`src/rtl/accum_pkg.sv`:
```
// Shared types for the shift-accumulate capture path: RAM request kinds and
// the scan controller state encoding.
package accum_pkg;

    typedef enum logic [1:0] {
        ACC_READ       = 2'd0,
        ACC_WRITE      = 2'd1,
        ACC_WRITE_OVER = 2'd2,
        ACC_DISABLE    = 2'd3
    } accum_request_t;

    typedef enum logic [2:0] {
        ST_IDLE,
        ST_CAPTURE,
        ST_DRAIN,
        ST_READOUT,
        ST_FLUSH
    } scan_state_t;

endpackage

```
`src/rtl/accum_scan_ctrl_if.sv`:
```
// Pixel stream, accumulator-RAM request/echo and code readout bundle of the
// scan controller; master is the controller, slave is its environment.
interface accum_scan_ctrl_if #(
    parameter int WIDTH = 8,
    parameter int DEPTH = 1024
);
    import accum_pkg::*;

    localparam int AW = $clog2(DEPTH);

    logic             start_in;
    logic             abort_in;
    logic             pix_valid_in;
    logic             pix_bit_in;
    logic             pix_kill_in;
    logic             pix_ready_out;

    logic [AW-1:0]    ram_addr_out;
    logic             ram_summand_out;
    accum_request_t   ram_req_type_out;
    logic             ram_req_valid_out;

    logic [WIDTH-1:0] ram_read_in;
    logic [AW-1:0]    ram_addr_in;
    accum_request_t   ram_req_type_in;
    logic             ram_valid_in;

    logic             code_valid_out;
    logic [AW-1:0]    code_addr_out;
    logic [WIDTH-1:0] code_out;
    logic             busy_out;
    logic             done_out;

    modport master (
        input  start_in, abort_in, pix_valid_in, pix_bit_in, pix_kill_in,
        input  ram_read_in, ram_addr_in, ram_req_type_in, ram_valid_in,
        output pix_ready_out, ram_addr_out, ram_summand_out, ram_req_type_out,
        output ram_req_valid_out, code_valid_out, code_addr_out, code_out,
        output busy_out, done_out
    );

    modport slave (
        output start_in, abort_in, pix_valid_in, pix_bit_in, pix_kill_in,
        output ram_read_in, ram_addr_in, ram_req_type_in, ram_valid_in,
        input  pix_ready_out, ram_addr_out, ram_summand_out, ram_req_type_out,
        input  ram_req_valid_out, code_valid_out, code_addr_out, code_out,
        input  busy_out, done_out
    );

endinterface

```
`src/rtl/accum_scan_ctrl.sv`:
```
// Sequences WIDTH capture frames into a shift-accumulate RAM, then reads every
// pixel code back out once the last write has landed.
module accum_scan_ctrl
    import accum_pkg::*;
#(
    parameter int WIDTH = 8,
    parameter int DEPTH = 1024
) (
    input  logic              clk_in,
    input  logic              rst_n_in,
    accum_scan_ctrl_if.master bus
);

    localparam int AW = $clog2(DEPTH);
    localparam int FW = $clog2(WIDTH);
    localparam logic [AW-1:0] ADDR_LAST  = AW'(DEPTH - 1);
    localparam logic [FW-1:0] FRAME_LAST = FW'(WIDTH - 1);

    // Assert asynchronously, release two clocks after rst_n_in rises.
    logic [1:0] rst_sync_q;
    logic [1:0] rst_sync_d;
    logic       rst_n_sync;

    assign rst_sync_d = {rst_sync_q[0], 1'b1};
    assign rst_n_sync = rst_sync_q[1];

    always_ff @(posedge clk_in or negedge rst_n_in) begin
        if (!rst_n_in) rst_sync_q <= '0;
        else           rst_sync_q <= rst_sync_d;
    end

    scan_state_t   state_q, state_d;
    logic [AW-1:0] pix_addr_q, pix_addr_d;
    logic [AW-1:0] rd_addr_q, rd_addr_d;
    logic [FW-1:0] frame_cnt_q, frame_cnt_d;
    logic          wait_cnt_q, wait_cnt_d;
    logic          done_q, done_d;
    logic          beat;

    assign beat = (state_q == ST_CAPTURE) && bus.pix_valid_in && !bus.abort_in;

    // NOTE: every always_comb target gets a default first so no latch is inferred.
    always_comb begin
        state_d     = state_q;
        pix_addr_d  = pix_addr_q;
        rd_addr_d   = rd_addr_q;
        frame_cnt_d = frame_cnt_q;
        wait_cnt_d  = wait_cnt_q;
        done_d      = 1'b0;
        unique case (state_q)
            ST_IDLE: if (bus.start_in) state_d = ST_CAPTURE;
            ST_CAPTURE: begin
                if (beat) begin
                    if (pix_addr_q == ADDR_LAST) begin
                        pix_addr_d = '0;
                        if (frame_cnt_q == FRAME_LAST) begin
                            frame_cnt_d = '0;
                            state_d     = ST_DRAIN;
                        end else begin
                            frame_cnt_d = frame_cnt_q + FW'(1);
                        end
                    end else begin
                        pix_addr_d = pix_addr_q + AW'(1);
                    end
                end
            end
            ST_DRAIN: begin
                wait_cnt_d = ~wait_cnt_q;
                if (wait_cnt_q) state_d = ST_READOUT;
            end
            ST_READOUT: begin
                if (rd_addr_q == ADDR_LAST) begin
                    rd_addr_d = '0;
                    state_d   = ST_FLUSH;
                end else begin
                    rd_addr_d = rd_addr_q + AW'(1);
                end
            end
            ST_FLUSH: begin
                wait_cnt_d = ~wait_cnt_q;
                if (wait_cnt_q) begin
                    state_d = ST_IDLE;
                    done_d  = 1'b1;
                end
            end
            default: state_d = ST_IDLE;
        endcase
        if (bus.abort_in) begin
            state_d     = ST_IDLE;
            pix_addr_d  = '0;
            rd_addr_d   = '0;
            frame_cnt_d = '0;
            wait_cnt_d  = 1'b0;
            done_d      = 1'b0;
        end
    end

    // NOTE: sequential state is updated only with non-blocking assignments.
    always_ff @(posedge clk_in or negedge rst_n_sync) begin
        if (!rst_n_sync) begin
            state_q     <= ST_IDLE;
            pix_addr_q  <= '0;
            rd_addr_q   <= '0;
            frame_cnt_q <= '0;
            wait_cnt_q  <= 1'b0;
            done_q      <= 1'b0;
        end else begin
            state_q     <= state_d;
            pix_addr_q  <= pix_addr_d;
            rd_addr_q   <= rd_addr_d;
            frame_cnt_q <= frame_cnt_d;
            wait_cnt_q  <= wait_cnt_d;
            done_q      <= done_d;
        end
    end

    // Requests go out in the same cycle as the accepted beat; idle fields stay 0.
    always_comb begin
        bus.ram_req_valid_out = 1'b0;
        bus.ram_addr_out      = '0;
        bus.ram_summand_out   = 1'b0;
        bus.ram_req_type_out  = ACC_READ;
        if (beat) begin
            bus.ram_req_valid_out = 1'b1;
            bus.ram_addr_out      = pix_addr_q;
            bus.ram_summand_out   = bus.pix_bit_in;
            if (bus.pix_kill_in)         bus.ram_req_type_out = ACC_DISABLE;
            else if (frame_cnt_q == '0)  bus.ram_req_type_out = ACC_WRITE_OVER;
            else                         bus.ram_req_type_out = ACC_WRITE;
        end else if (state_q == ST_READOUT && !bus.abort_in) begin
            bus.ram_req_valid_out = 1'b1;
            bus.ram_addr_out      = rd_addr_q;
        end
    end

    assign bus.pix_ready_out  = (state_q == ST_CAPTURE) && !bus.abort_in;
    assign bus.busy_out       = (state_q != ST_IDLE);
    assign bus.done_out       = done_q;

    // Locked-out pixels read back as all-ones and are passed through untouched.
    assign bus.code_valid_out = bus.ram_valid_in && (bus.ram_req_type_in == ACC_READ);
    assign bus.code_addr_out  = bus.ram_addr_in;
    assign bus.code_out       = bus.ram_read_in;

endmodule

```
`src/flat_wrapper.sv`:
```
// flat-port wrapper written by rule: the top's interface ports become plain ports
module accum_scan_ctrl_flat import accum_pkg::*;
#(
    parameter int WIDTH = 8,
    parameter int DEPTH = 1024
)
  (clk_in, rst_n_in, bus_start_in, bus_abort_in, bus_pix_valid_in, bus_pix_bit_in, bus_pix_kill_in, bus_ram_read_in, bus_ram_addr_in, bus_ram_req_type_in, bus_ram_valid_in, bus_pix_ready_out, bus_ram_addr_out, bus_ram_summand_out, bus_ram_req_type_out, bus_ram_req_valid_out, bus_code_valid_out, bus_code_addr_out, bus_code_out, bus_busy_out, bus_done_out);
  accum_scan_ctrl_if #(.WIDTH(WIDTH), .DEPTH(DEPTH)) bus_i ();
  input  logic clk_in;
  input  logic rst_n_in;
  input wire logic [$bits(bus_i.start_in)-1:0] bus_start_in;
  input wire logic [$bits(bus_i.abort_in)-1:0] bus_abort_in;
  input wire logic [$bits(bus_i.pix_valid_in)-1:0] bus_pix_valid_in;
  input wire logic [$bits(bus_i.pix_bit_in)-1:0] bus_pix_bit_in;
  input wire logic [$bits(bus_i.pix_kill_in)-1:0] bus_pix_kill_in;
  input wire logic [$bits(bus_i.ram_read_in)-1:0] bus_ram_read_in;
  input wire logic [$bits(bus_i.ram_addr_in)-1:0] bus_ram_addr_in;
  input wire logic [$bits(bus_i.ram_req_type_in)-1:0] bus_ram_req_type_in;
  input wire logic [$bits(bus_i.ram_valid_in)-1:0] bus_ram_valid_in;
  output wire logic [$bits(bus_i.pix_ready_out)-1:0] bus_pix_ready_out;
  output wire logic [$bits(bus_i.ram_addr_out)-1:0] bus_ram_addr_out;
  output wire logic [$bits(bus_i.ram_summand_out)-1:0] bus_ram_summand_out;
  output wire logic [$bits(bus_i.ram_req_type_out)-1:0] bus_ram_req_type_out;
  output wire logic [$bits(bus_i.ram_req_valid_out)-1:0] bus_ram_req_valid_out;
  output wire logic [$bits(bus_i.code_valid_out)-1:0] bus_code_valid_out;
  output wire logic [$bits(bus_i.code_addr_out)-1:0] bus_code_addr_out;
  output wire logic [$bits(bus_i.code_out)-1:0] bus_code_out;
  output wire logic [$bits(bus_i.busy_out)-1:0] bus_busy_out;
  output wire logic [$bits(bus_i.done_out)-1:0] bus_done_out;
  assign bus_i.start_in = bus_start_in;
  assign bus_i.abort_in = bus_abort_in;
  assign bus_i.pix_valid_in = bus_pix_valid_in;
  assign bus_i.pix_bit_in = bus_pix_bit_in;
  assign bus_i.pix_kill_in = bus_pix_kill_in;
  assign bus_i.ram_read_in = bus_ram_read_in;
  assign bus_i.ram_addr_in = bus_ram_addr_in;
  assign bus_i.ram_req_type_in = bus_ram_req_type_in;
  assign bus_i.ram_valid_in = bus_ram_valid_in;
  assign bus_pix_ready_out = bus_i.pix_ready_out;
  assign bus_ram_addr_out = bus_i.ram_addr_out;
  assign bus_ram_summand_out = bus_i.ram_summand_out;
  assign bus_ram_req_type_out = bus_i.ram_req_type_out;
  assign bus_ram_req_valid_out = bus_i.ram_req_valid_out;
  assign bus_code_valid_out = bus_i.code_valid_out;
  assign bus_code_addr_out = bus_i.code_addr_out;
  assign bus_code_out = bus_i.code_out;
  assign bus_busy_out = bus_i.busy_out;
  assign bus_done_out = bus_i.done_out;
  accum_scan_ctrl #(.WIDTH(WIDTH), .DEPTH(DEPTH)) u_core (.clk_in(clk_in), .rst_n_in(rst_n_in), .bus(bus_i));
endmodule
```
`config.mk`:
```
export PLATFORM = sky130hd
export DESIGN_NAME = accum_scan_ctrl_flat
export DESIGN_NICKNAME = d
export VERILOG_FILES = /design/src/rtl/accum_pkg.sv /design/src/rtl/accum_scan_ctrl_if.sv /design/src/rtl/accum_scan_ctrl.sv /design/src/flat_wrapper.sv
export SDC_FILE = /design/constraint.sdc
export NUM_CORES = 1
export LEC_CHECK = 0
export BUFFER_PORTS_ARGS = -buffer_cell sky130_fd_sc_hd__buf_4
export CAP_MARGIN = 0
export CORE_MARGIN = 4
export CORE_UTILIZATION = 50
export DETAILED_ROUTE_END_ITERATION = 10
export PLACE_DENSITY = 0.83
export REMOVE_ABC_BUFFERS = 1
export SYNTH_ARGS = -nofsm -noshare
export SYNTH_HDL_FRONTEND = slang
export SYNTH_SLANG_ARGS = --single-unit
```
`constraint.sdc`:
```
create_clock -name clk_in -period 2.1 [get_ports clk_in]
set_input_delay 0.21 -clock clk_in [delete_from_list [all_inputs] [get_ports clk_in]]
set_output_delay 0.21 -clock clk_in [all_outputs]
set_load 0.05 [all_outputs]
```
==> results of run 1 <==
[sequential cells by signal, indices dropped and copies added (netlist names)]
name                 count
u_core.bus.done_out      1
u_core.frame_cnt_q       3
u_core.pix_addr_q       10
u_core.rd_addr_q        10
u_core.rst_sync_q        2
u_core.state_q           3
u_core.wait_cnt_q        1
[metal layers]
layer,global-route usage [%],share of wire (%)
met5,0,0
met4,8.51,1.8
met3,8.12,10
met2,25.1,42
met1,26.4,46
[cells in the mapped netlist (2+ instances only)]
cell      instances
clkbuf_1          3
or3_1             7
mux2i_1           3
nand3_1           5
and4bb_2          2
a31oi_1           2
dfrtp_1          30
nand2_1          15
a21oi_1           6
nor2_1           15
o22ai_1           2
nor3_1            2
xor2_1            8
ha_1              5
o21ai_0           8
buf_4            18
o211ai_1          3
and2_1            6
and3_1            4
xnor2_1           3
and4_1            2
nand4_1           4
nand3b_1          2
inv_1            11
buf_2             5
a22o_1           11
[worst max path at each step]
| stage | slack [ns] | depth (start not counted) | startpoint | to |
|---|---|---|---|---|
| floorplan | -0.52 | 5 | u_core.state_q[2] | bus_ram_addr_out[9] |
| global placement | 0.25 | 6 | u_core.state_q[2] | bus_ram_addr_out[0] |
| detailed placement | 0.24 | 6 | u_core.state_q[2] | bus_ram_addr_out[7] |
| CTS | 0.02 | 6 | u_core.state_q[1] | bus_ram_req_valid_out |
| global route | 0.007 | 7 | u_core.state_q[2] | bus_ram_req_type_out[0] |
| finish | 0.13 | 7 | u_core.state_q[2] | bus_ram_req_type_out[0] |
[power groups by stage]
stage	Combinational (mW)	Sequential, mW	Clock (mW)
global route	0.398	0.668	0.534
CTS	0.368	0.661	0.496
global placement	0.360	0.669	0
floorplan	0.257	0.666	0
detailed placement	0.364	0.673	0
finish	0.368	0.663	0.479
[worst max-delay path, stage by stage, from the launching register on]
cell     delay [ns]
dfrtp_2        0.47
nor2_1         0.14
nand3_1        0.11
inv_1          0.09
buf_4          0.14
nand2_1        0.14
a31oi_1        0.18
buf_4          0.22
[logic make-up (layout without fill, tap and decap cells)]
group | after synthesis | after routing | synth area share, %
AO/OA/AOI/OAI | 41 | 41 | 16.4
XOR/XNOR | 11 | 11 | 5.05
adder cells (fa/ha/maj) | 5 | 5 | 3.28
buffers and inverters | 39 | 52 | 12.0
flip-flops | 30 | 30 | 39.3
multiplexers | 5 | 5 | 2.95
other | 1 | 1 | 0.196
AND/OR/NAND/NOR | 71 | 71 | 20.8
[through the flow]
| stage | power [mW] | setup WS, ns | utilization, % | instance area, um2 |
|---|---|---|---|---|
| 6_report | 1.51 | 0.132 | 57.9 | 2140 |
| 2_1_floorplan | 0.924 | -0.516 | - | 1720 |
| 3_3_place_gp | 1.03 | 0.255 | 54.8 | 2020 |
| 4_1_cts | 1.52 | 0.0167 | 57.6 | 2120 |
| 3_5_place_dp | 1.04 | 0.242 | 54.8 | 2020 |
| 5_1_grt | 1.60 | 0.00676 | 57.9 | 2140 |
[final cells by class]
cell class	count	area (um2)
inverter	11	41.3
clock inverter	1	5.00
clock buffer	7	86.3
multi-input combinational	134	936
sequential	30	753
tap	48	60.1
timing repair buffer	33	254
fill	330	1550
[repair_timing]
action,4_1_cts,5_1_grt
endpoints found under the setup margin,10,12
gates resized for setup,1,6
endpoints found under the hold margin,2,0
hold buffers,1,0
==> reports/results.tsv, run 1 <==
stage	metric	value	unit
critical_path	CP Max Fanout	11	
critical_path	Worst setup EP type	output pin	
sta	Tcrit/Tclk final	93.7	%
sta	Max transition margin	64.2	%
sta	RSZ-0062 raised after global routing	no	
worst_hold_path	worst hold path startpoint	bus_abort_in	
synth	Post-Syn Area per Cell	9.41	um2
sta	Final Critical Period	1.97	ns
synth	Synth top area share	39.3	%
detailed_routing	total iterations of the first detailed-routing run	4	
detailed_routing	WL final	4330	um
sta	WHS	0.157	ns
worst_hold_path	WHS Path Cells	2	
grt	number of global-route vias before repair	1450	
critical_path	worst-case reg-to-reg path depth	5	
sta	Final Skew	0.00669	ns
clock_tree	Root Buffer	clkbuf_8	
detailed_routing	Antenna Nets Post-Route	0	
run	max-cap violations	0	
grt	largest net degree at the start of global routing	29	
cells_and_area	most common cell after layout, fill and taps aside	buf_4	
detailed_routing	vias per inst	5.82	
synth	Cells after Synth	203	
die	Std-Cell Rows	22	
detailed_routing	1st-iter DRT viols	144	
cells_and_area	P&R area growth vs syn	11.9	%
critical_path	WS Path Type	reg -> out	
grt	grt total ovfl	0	
worst_hold_path	HP Class	in -> reg	
power	pwr/cell area	707	mW/mm2
clock_tree	Num CTS Buffers	5	
cells_and_area	ant diodes	0	
die	Initial Util	51.8	%
clock_tree	clk buf depth	2	
synth	post-synth top area cell	dfrtp_1	
sta	Slew Limit Fails	0	
clock_tree	Reg clk slew, reported paths	0.06	ns
die	number of I/O pins	64	
synth	Post-synth EDFFs	0	
grt	global-route wire length before repair	7250	um
power	Switching Share	32.2	%
clock_tree	CTS Sinks	30	
critical_path	Setup crit start kind	flop	
grt	antenna violations before repair	0	
sta	Max Freq	508	MHz
sta	final setup violation count	0	
critical_path	signal arrival time at the worst endpoint	1.76	ns
critical_path	Critical R2R Capture	u_core.state_q[0]	
cells_and_area	commonest cells after routing, fill and taps aside	buf_4 (31), dfrtp_1 (28), nor2_1 (15), nand2_1 (15)	
cells_and_area	fin cells	264	
synth	largest cells by area after synthesis	dfrtp_1 (39%), buf_4 (7.1%), a22o_1 (5.0%), xor2_1 (3.7%), ha_1 (3.3%)	
placement	port bufs	27	
detailed_routing	DRC violations left	0	
synth	register bit total from synthesis	30	
power	Internal Pwr Total	1.02	mW
synth	Synth warnings	0	
clock_tree	H-tree depth	2	
sta	Hold Vio Cnt, Final	0	
power	peak supply drop	0.389	mV
synth	Seq/Total Area, Yosys	39.3	%
power	Net Switching	487	uW
grt	GRT Util Overall	18.9	%
placement	routability cong.	0.849	
cells_and_area	share of cells above drive strength 1	25.0	%
placement	placed cells	255	
sta	Setup TNS Final	0	ns
power	LEAKAGE	0.977	nW
placement	DP Wirelength	3150	um
cells_and_area	# nets final	248	
die	core footprint	0.00369	mm2
sta	worst slew pin tran	0.531	ns
detailed_routing	DR WL/cell	16.4	um
clock_tree	CTS tree	built	
die	Die Y	69.8	um
power	Gate power share	24.4	%
clock_tree	post-CTS setup buffers	0	
synth	Cell Area, Synth	0.00191	mm2
clock_tree	clk_lat worst skew	0.28	ns
synth	synth unique cells	47	
critical_path	WP data required	1.89	ns
worst_hold_path	Hold EP	u_core.wait_cnt_q	
detailed_routing	total number of vias	1536	
critical_path	r2r setup slk	0.28	ns
power	Clock power frac	31.7	%
synth	Post-synth top flop	dfrtp_1	
power	sequential power share	43.9	%
run_status	status	completed	
die	Die X	69.8	um
critical_path	RR Startpoint	u_core.pix_addr_q[0]	
synth	asr flop ratio synth	100	%
die	die area	0.00487	mm2
(Power assumes the default switching activity.)
==> run 2, diff against run 1 <==
--- a/config.mk
+++ b/config.mk
@@ -10,8 +10,10 @@
 export CORE_MARGIN = 4
 export CORE_UTILIZATION = 50
 export DETAILED_ROUTE_END_ITERATION = 10
+export MAX_ROUTING_LAYER = met4
 export PLACE_DENSITY = 0.83
 export REMOVE_ABC_BUFFERS = 1
+export SKIP_LAST_GASP = 1
 export SYNTH_ARGS = -nofsm -noshare
 export SYNTH_HDL_FRONTEND = slang
 export SYNTH_SLANG_ARGS = --single-unit
==> reports/results.tsv, run 2 (synthesis gave the netlist of run 1 again) <==
stage	metric	value	unit	change
sta	Max Freq	501	MHz	was 508 MHz
critical_path	CP Depth	6		was 7
clock_tree	H-tree depth	2		unchanged
grt	antenna violations before repair	0		unchanged
cells_and_area	area of the multi-input gates	931	um2	was 936 um2
sta	Max transition margin	64.4	%	was 64.2%
critical_path	Crit path max-delay family	simple AND/OR/NAND/NOR gates		was flip-flops
critical_path	signal arrival time at the worst endpoint	1.79	ns	was 1.76 ns
cells_and_area	most common cell after layout, fill and taps aside	buf_4		unchanged
detailed_routing	1st-iter DRT viols	88		was 144
placement	placed cells	255		unchanged
grt	grt total ovfl	0		unchanged
sta	Setup TNS Final	0	ns	unchanged
detailed_routing	DR WL/cell	16.3	um	was 16.4 um
placement	cell area after placement	0.00202	mm2	unchanged
die	die area	0.00487	mm2	unchanged
sta	Final Skew	0.00836	ns	was 0.00669 ns
critical_path	Critical R2R Capture	u_core.state_q[0]		unchanged
critical_path	Setup crit start kind	flop		unchanged
clock_tree	Root Buffer	clkbuf_8		unchanged
clock_tree	clk_lat worst skew	0.28	ns	about the same
die	Die Y	69.8	um	unchanged
critical_path	CP cell instances	nor2_1, nand3_1, inv_1, and2_2, a22o_1, buf_4		was nor2_1, nand3_1, inv_1, buf_4, nand2_1, a31oi_1, buf_4
critical_path	WP data required	1.89	ns	about the same
die	number of I/O pins	64		unchanged
critical_path	Critical path origin	u_core.state_q[2]		unchanged
sta	Slew Limit Fails	0		unchanged
die	Initial Util	51.8	%	unchanged
clock_tree	Reg clk slew, reported paths	0.06	ns	about the same
worst_hold_path	worst hold path startpoint	bus_abort_in		unchanged
cells_and_area	Core Util, Final	57.7	%	was 57.9%
die	core footprint	0.00369	mm2	unchanged
sta	Hold Vio Cnt, Final	0		unchanged
detailed_routing	DRC violations left	0		unchanged
detailed_routing	total iterations of the first detailed-routing run	4		unchanged
critical_path	WS Path Type	reg -> out		unchanged
cells_and_area	post-route cell area	0.00213	mm2	was 0.00214 mm2
cells_and_area	fin cells	264		unchanged
clock_tree	CTS tree	built		unchanged
cells_and_area	share of cells above drive strength 1	24.5	%	was 25.0%
placement	port bufs	27		unchanged
cells_and_area	commonest cells after routing, fill and taps aside	buf_4 (32), dfrtp_1 (28), nor2_1 (15), nand2_1 (15)		was buf_4 (31), dfrtp_1 (28), nor2_1 (15), nand2_1 (15)
cells_and_area	largest registers	u_core.pix_addr_q x10, u_core.rd_addr_q x10		unchanged
critical_path	Worst setup EP type	output pin		unchanged
run_status	status	completed		unchanged
cells_and_area	ant diodes	0		unchanged
sta	final setup violation count	0		unchanged
detailed_routing	Antenna Nets Post-Route	0		unchanged
critical_path	RR Startpoint	u_core.pix_addr_q[0]		unchanged
sta	RSZ-0062 raised after global routing	yes		was no
clock_tree	Num CTS Buffers	5		unchanged
critical_path	CP Max Fanout	13		was 11
grt	largest net degree at the start of global routing	29		unchanged
grt	global-route wire length before repair	7200	um	was 7250 um
run	max-cap violations	0		unchanged
clock_tree	clk buf depth	2		unchanged
power	Power Total	1.51	mW	about the same
grt	number of global-route vias before repair	1450		unchanged
cells_and_area	# nets final	248		unchanged
critical_path	CP max stage delay	0.47	ns	about the same
cells_and_area	Fillers	330		unchanged
clock_tree	post-CTS setup buffers	0		unchanged
critical_path	Worst Setup EP	bus_ram_addr_out[1]		was bus_ram_req_type_out[0]
clock_tree	CTS Sinks	30		unchanged
critical_path	WP buf/inv	2		was 3
detailed_routing	total number of vias	1536		unchanged
detailed_routing	WL final	4310	um	was 4330 um
placement	DP Wirelength	3150	um	unchanged
sta	Tcrit/Tclk final	95.1	%	was 93.7%
die	Die X	69.8	um	unchanged
die	Std-Cell Rows	22		unchanged
grt	GRT Util Overall	19.4	%	was 18.9%
placement	routability cong.	0.862		was 0.849
cells_and_area	P&R area growth vs syn	11.4	%	was 11.9%
worst_hold_path	HP Class	in -> reg		unchanged
power	LEAKAGE	0.973	nW	was 0.977 nW
sta	worst slew pin tran	0.529	ns	was 0.531 ns
sta	Final Critical Period	2.00	ns	was 1.97 ns
critical_path	CP max-delay cell	dfrtp_2		unchanged
critical_path	r2r setup slk	0.28	ns	about the same
power	peak supply drop	0.388	mV	was 0.389 mV
detailed_routing	vias per inst	5.82		unchanged
critical_path	worst-case reg-to-reg path depth	5		unchanged
cells_and_area	register area	753	um2	unchanged
power	pwr/cell area	710	mW/mm2	was 707 mW/mm2
[run 2: layout make-up]
cell class,instances,share of cell area [%]
clock buffer,7,4.06
clock inverter,1,0.235
inverter,11,1.94
multi-input combinational,134,43.8
sequential,30,35.4
tap,48,2.82
timing repair buffer,33,11.8
[run 2: how the worst min path moves through the flow]
| stage | to | slack (ns) | cells after the start |
|---|---|---|---|
| final | u_core.wait_cnt_q | 0.16 | 2 |
| after global routing | u_core.wait_cnt_q | 0.16 | 2 |
| after CTS | u_core.wait_cnt_q | 0.15 | 2 |
| after detailed placement | u_core.rst_sync_q[0] | -0.005 | 1 |
| after global placement | u_core.rst_sync_q[1] | -0.006 | 1 |
| after floorplan | u_core.rst_sync_q[0] | -0.09 | 0 |
[run 2: per-layer routing]
| layer | routed length, um | track usage, % | up-vias |
|---|---|---|---|
| li1 | - | - | 722 |
| met3 | 316 | 6.81 | 8 |
| met1 | 2110 | 27.2 | 745 |
| met5 | 0 | - | - |
| met2 | 1800 | 24.9 | 61 |
| met4 | 82 | 8.51 | 0 |
[run 2: through the flow]
step	setup slack, ns	hold WS, ns
5_1_grt	-0.0223	0.163
3_5_place_dp	0.242	-0.00464
2_1_floorplan	-0.516	-0.0856
4_1_cts	0.0167	0.146
3_3_place_gp	0.255	-0.00617
6_report	0.104	0.162
[run 2: power breakdown]
| group | internal, mW | total (mW) | switching [mW] |
|---|---|---|---|
| Combinational | 0.149 | 0.366 | 0.217 |
| Clock | 0.264 | 0.481 | 0.217 |
| Sequential | 0.610 | 0.663 | 0.0533 |
[run 2: what timing repair did]
action,in CTS,in global routing
hold buffers,1,0
endpoints found under the hold margin,2,0
resized for setup,1,3
setup endpoints to repair,10,12
==> run 3, diff against run 2 <==
--- a/config.mk
+++ b/config.mk
@@ -8,10 +8,10 @@
 export BUFFER_PORTS_ARGS = -buffer_cell sky130_fd_sc_hd__buf_4
 export CAP_MARGIN = 0
 export CORE_MARGIN = 4
-export CORE_UTILIZATION = 50
+export CORE_UTILIZATION = 35
 export DETAILED_ROUTE_END_ITERATION = 10
 export MAX_ROUTING_LAYER = met4
-export PLACE_DENSITY = 0.83
+export PLACE_DENSITY = 0.63
 export REMOVE_ABC_BUFFERS = 1
 export SKIP_LAST_GASP = 1
 export SYNTH_ARGS = -nofsm -noshare
==> reports/results.tsv, run 3 (synthesis gave the netlist of run 1 again) <==
stage	metric	value	unit	change
grt	largest net degree at the start of global routing	29		unchanged
grt	GR Layer Usage met3	5.26	%	was 6.81%
die	Die X	81.9	um	was 69.8 um
cells_and_area	P&R area growth vs syn	12.8	%	was 11.4%
sta	Slew Limit Fails	0		unchanged
cells_and_area	commonest cells after routing, fill and taps aside	buf_4 (32), dfrtp_1 (28), nand2_1 (15)		was buf_4 (32), dfrtp_1 (28), nor2_1 (15), nand2_1 (15)
grt	GRT Util Overall	14.9	%	was 19.4%
die	Die Y	81.9	um	was 69.8 um
clock_tree	Root Buffer	clkbuf_8		unchanged
sta	worst slew pin tran	0.557	ns	was 0.529 ns
power	pwr/cell area	687	mW/mm2	was 710 mW/mm2
clock_tree	clk_lat worst skew	0.28	ns	about the same
clock_tree	CTS tree	built		unchanged
critical_path	Critical path origin	u_core.state_q[1]		was u_core.state_q[2]
power	LEAKAGE	0.971	nW	was 0.973 nW
detailed_routing	DR WL/cell	15.7	um	was 16.3 um
die	Std-Cell Rows	26		was 22
grt	met2 Use GR	20.2	%	was 24.9%
detailed_routing	WL final	4490	um	was 4310 um
grt	GRT busiest layer	met1		unchanged
sta	WHS	0.236	ns	was 0.162 ns
detailed_routing	total iterations of the first detailed-routing run	4		unchanged
grt	met1 usage in global routing	20.4	%	was 27.2%
cells_and_area	Fillers	532		was 330
cells_and_area	most common cell after layout, fill and taps aside	buf_4		unchanged
sta	final setup violation count	0		unchanged
detailed_routing	vias per inst	5.35		was 5.82
clock_tree	Reg clk slew, reported paths	0.06	ns	about the same
critical_path	WS Path Type	reg -> out		unchanged
grt	number of global-route vias before repair	1433		was 1,450
grt	antenna violations before repair	0		unchanged
die	die area	0.00670	mm2	was 0.00487 mm2
detailed_routing	1st-iter DRT viols	115		was 88
clock_tree	clk buf depth	2		unchanged
critical_path	WP data required	1.89	ns	about the same
die	core footprint	0.00520	mm2	was 0.00369 mm2
sta	Tcrit/Tclk final	95.8	%	was 95.1%
cells_and_area	# nets final	249		was 248
critical_path	CP Max Fanout	13		unchanged
critical_path	r2r setup slk	0.24	ns	was 0.28 ns
clock_tree	Num CTS Buffers	5		unchanged
grt	global-route wire length before repair	7240	um	was 7200 um
critical_path	signal arrival time at the worst endpoint	1.80	ns	was 1.79 ns
grt	grt total ovfl	0		unchanged
run	max-cap violations	0		unchanged
cells_and_area	share of cells above drive strength 1	24.5	%	unchanged
critical_path	Setup crit start kind	flop		unchanged
die	number of I/O pins	64		unchanged
sta	Final Critical Period	2.01	ns	was 2.00 ns
sta	Hold Vio Cnt, Final	0		unchanged
critical_path	Worst setup EP type	output pin		unchanged
sta	Final Skew	0.00397	ns	was 0.00836 ns
placement	Setup WS pre-CTS	0.171	ns	was 0.242 ns
run_status	status	completed		unchanged
clock_tree	H-tree depth	2		unchanged
placement	port bufs	27		unchanged
die	Initial Util	36.7	%	was 51.8%
cells_and_area	largest registers	u_core.pix_addr_q x10, u_core.rd_addr_q x10		unchanged
worst_hold_path	HP Class	reg -> async		was in -> reg
detailed_routing	DRC violations left	0		unchanged
power	peak supply drop	0.286	mV	was 0.388 mV
sta	Final WS setup	0.0873	ns	was 0.104 ns
placement	routability cong.	0.782		was 0.862
placement	DP Wirelength	3280	um	was 3150 um
detailed_routing	total number of vias	1530		was 1,536
clock_tree	CTS Sinks	30		unchanged
detailed_routing	Antenna Nets Post-Route	0		unchanged
sta	Max Freq	497	MHz	was 501 MHz
critical_path	RR Startpoint	u_core.pix_addr_q[0]		unchanged
sta	Max transition margin	62.5	%	was 64.4%
cells_and_area	ant diodes	0		unchanged
run 3: changes by cell type in the layout (fill, tap and decap cells not counted), sizes merged:
cell    change
buf         +1
clkinv      -1
run 3: area by class of cell:
class	instances	area [um2]	area share, %
clock buffers	7	76.3	3.54
inverters	11	41.3	1.92
multi-input cells	134	935	43.4
flip-flops and latches	30	753	35.0
well taps	70	87.6	4.07
repair buffers	34	262	12.1
run 3: power breakdown:
group | leakage (nW) | internal, mW | total (mW) | switching [mW]
registers | 0.409 | 0.612 | 0.667 | 0.0556
clock network | 0.0383 | 0.227 | 0.426 | 0.199
logic | 0.524 | 0.158 | 0.387 | 0.229
total | 0.971 | 0.997 | 1.48 | 0.483
run 3: what timing repair did:
action / CTS / global route
resized for setup: 1 / 6
buffers inserted: 0 / 1
setup endpoints to repair: 10 / 13
hold buffers: 1 / 0
pin swaps: 0 / 0
endpoints found under the hold margin: 2 / 0
run 3: stage by stage:
| step | TNS [ns] | instance area, um2 | power (mW) | utilization, % | std cells |
|---|---|---|---|---|---|
| after floorplan | -1.66 | 1720 | 0.924 | - | 175 |
| after global placement | 0 | 2050 | 1.04 | 39.4 | 277 |
| after detailed placement | 0 | 2050 | 1.04 | 39.4 | 277 |
| after CTS | 0 | 2140 | 1.48 | 41.1 | 285 |
| after global routing | -0.00600 | 2150 | 1.55 | 41.4 | 286 |
| final | 0 | 2150 | 1.48 | 41.4 | 286 |
run 3: worst max-delay path, stage by stage, from the launching register on:
cell	delay [ns]
dfrtp_1	0.51
inv_1	0.11
nand3_1	0.12
inv_1	0.07
and2_4	0.21
or2_2	0.30
buf_4	0.19
run 3: routing by layer:
layer | vias up | part of all wire [%]
met3 | 8 | 7.7
met5 | - | 0
li1 | 723 | -
met4 | 0 | 1.5
met2 | 52 | 44
met1 | 747 | 47
run 3: final timing paths:
| path | end | depth (start not counted) |
|---|---|---|
| max | bus_ram_req_valid_out | 6 |
| min | u_core.pix_addr_q[3] | 1 |
| max reg2reg | u_core.state_q[0] | 5 |
| min reg2reg | u_core.pix_addr_q[3] | 1 |
| max in group asynchronous | u_core.state_q[2] | 1 |
| min in group clk_in | u_core.wait_cnt_q | 2 |
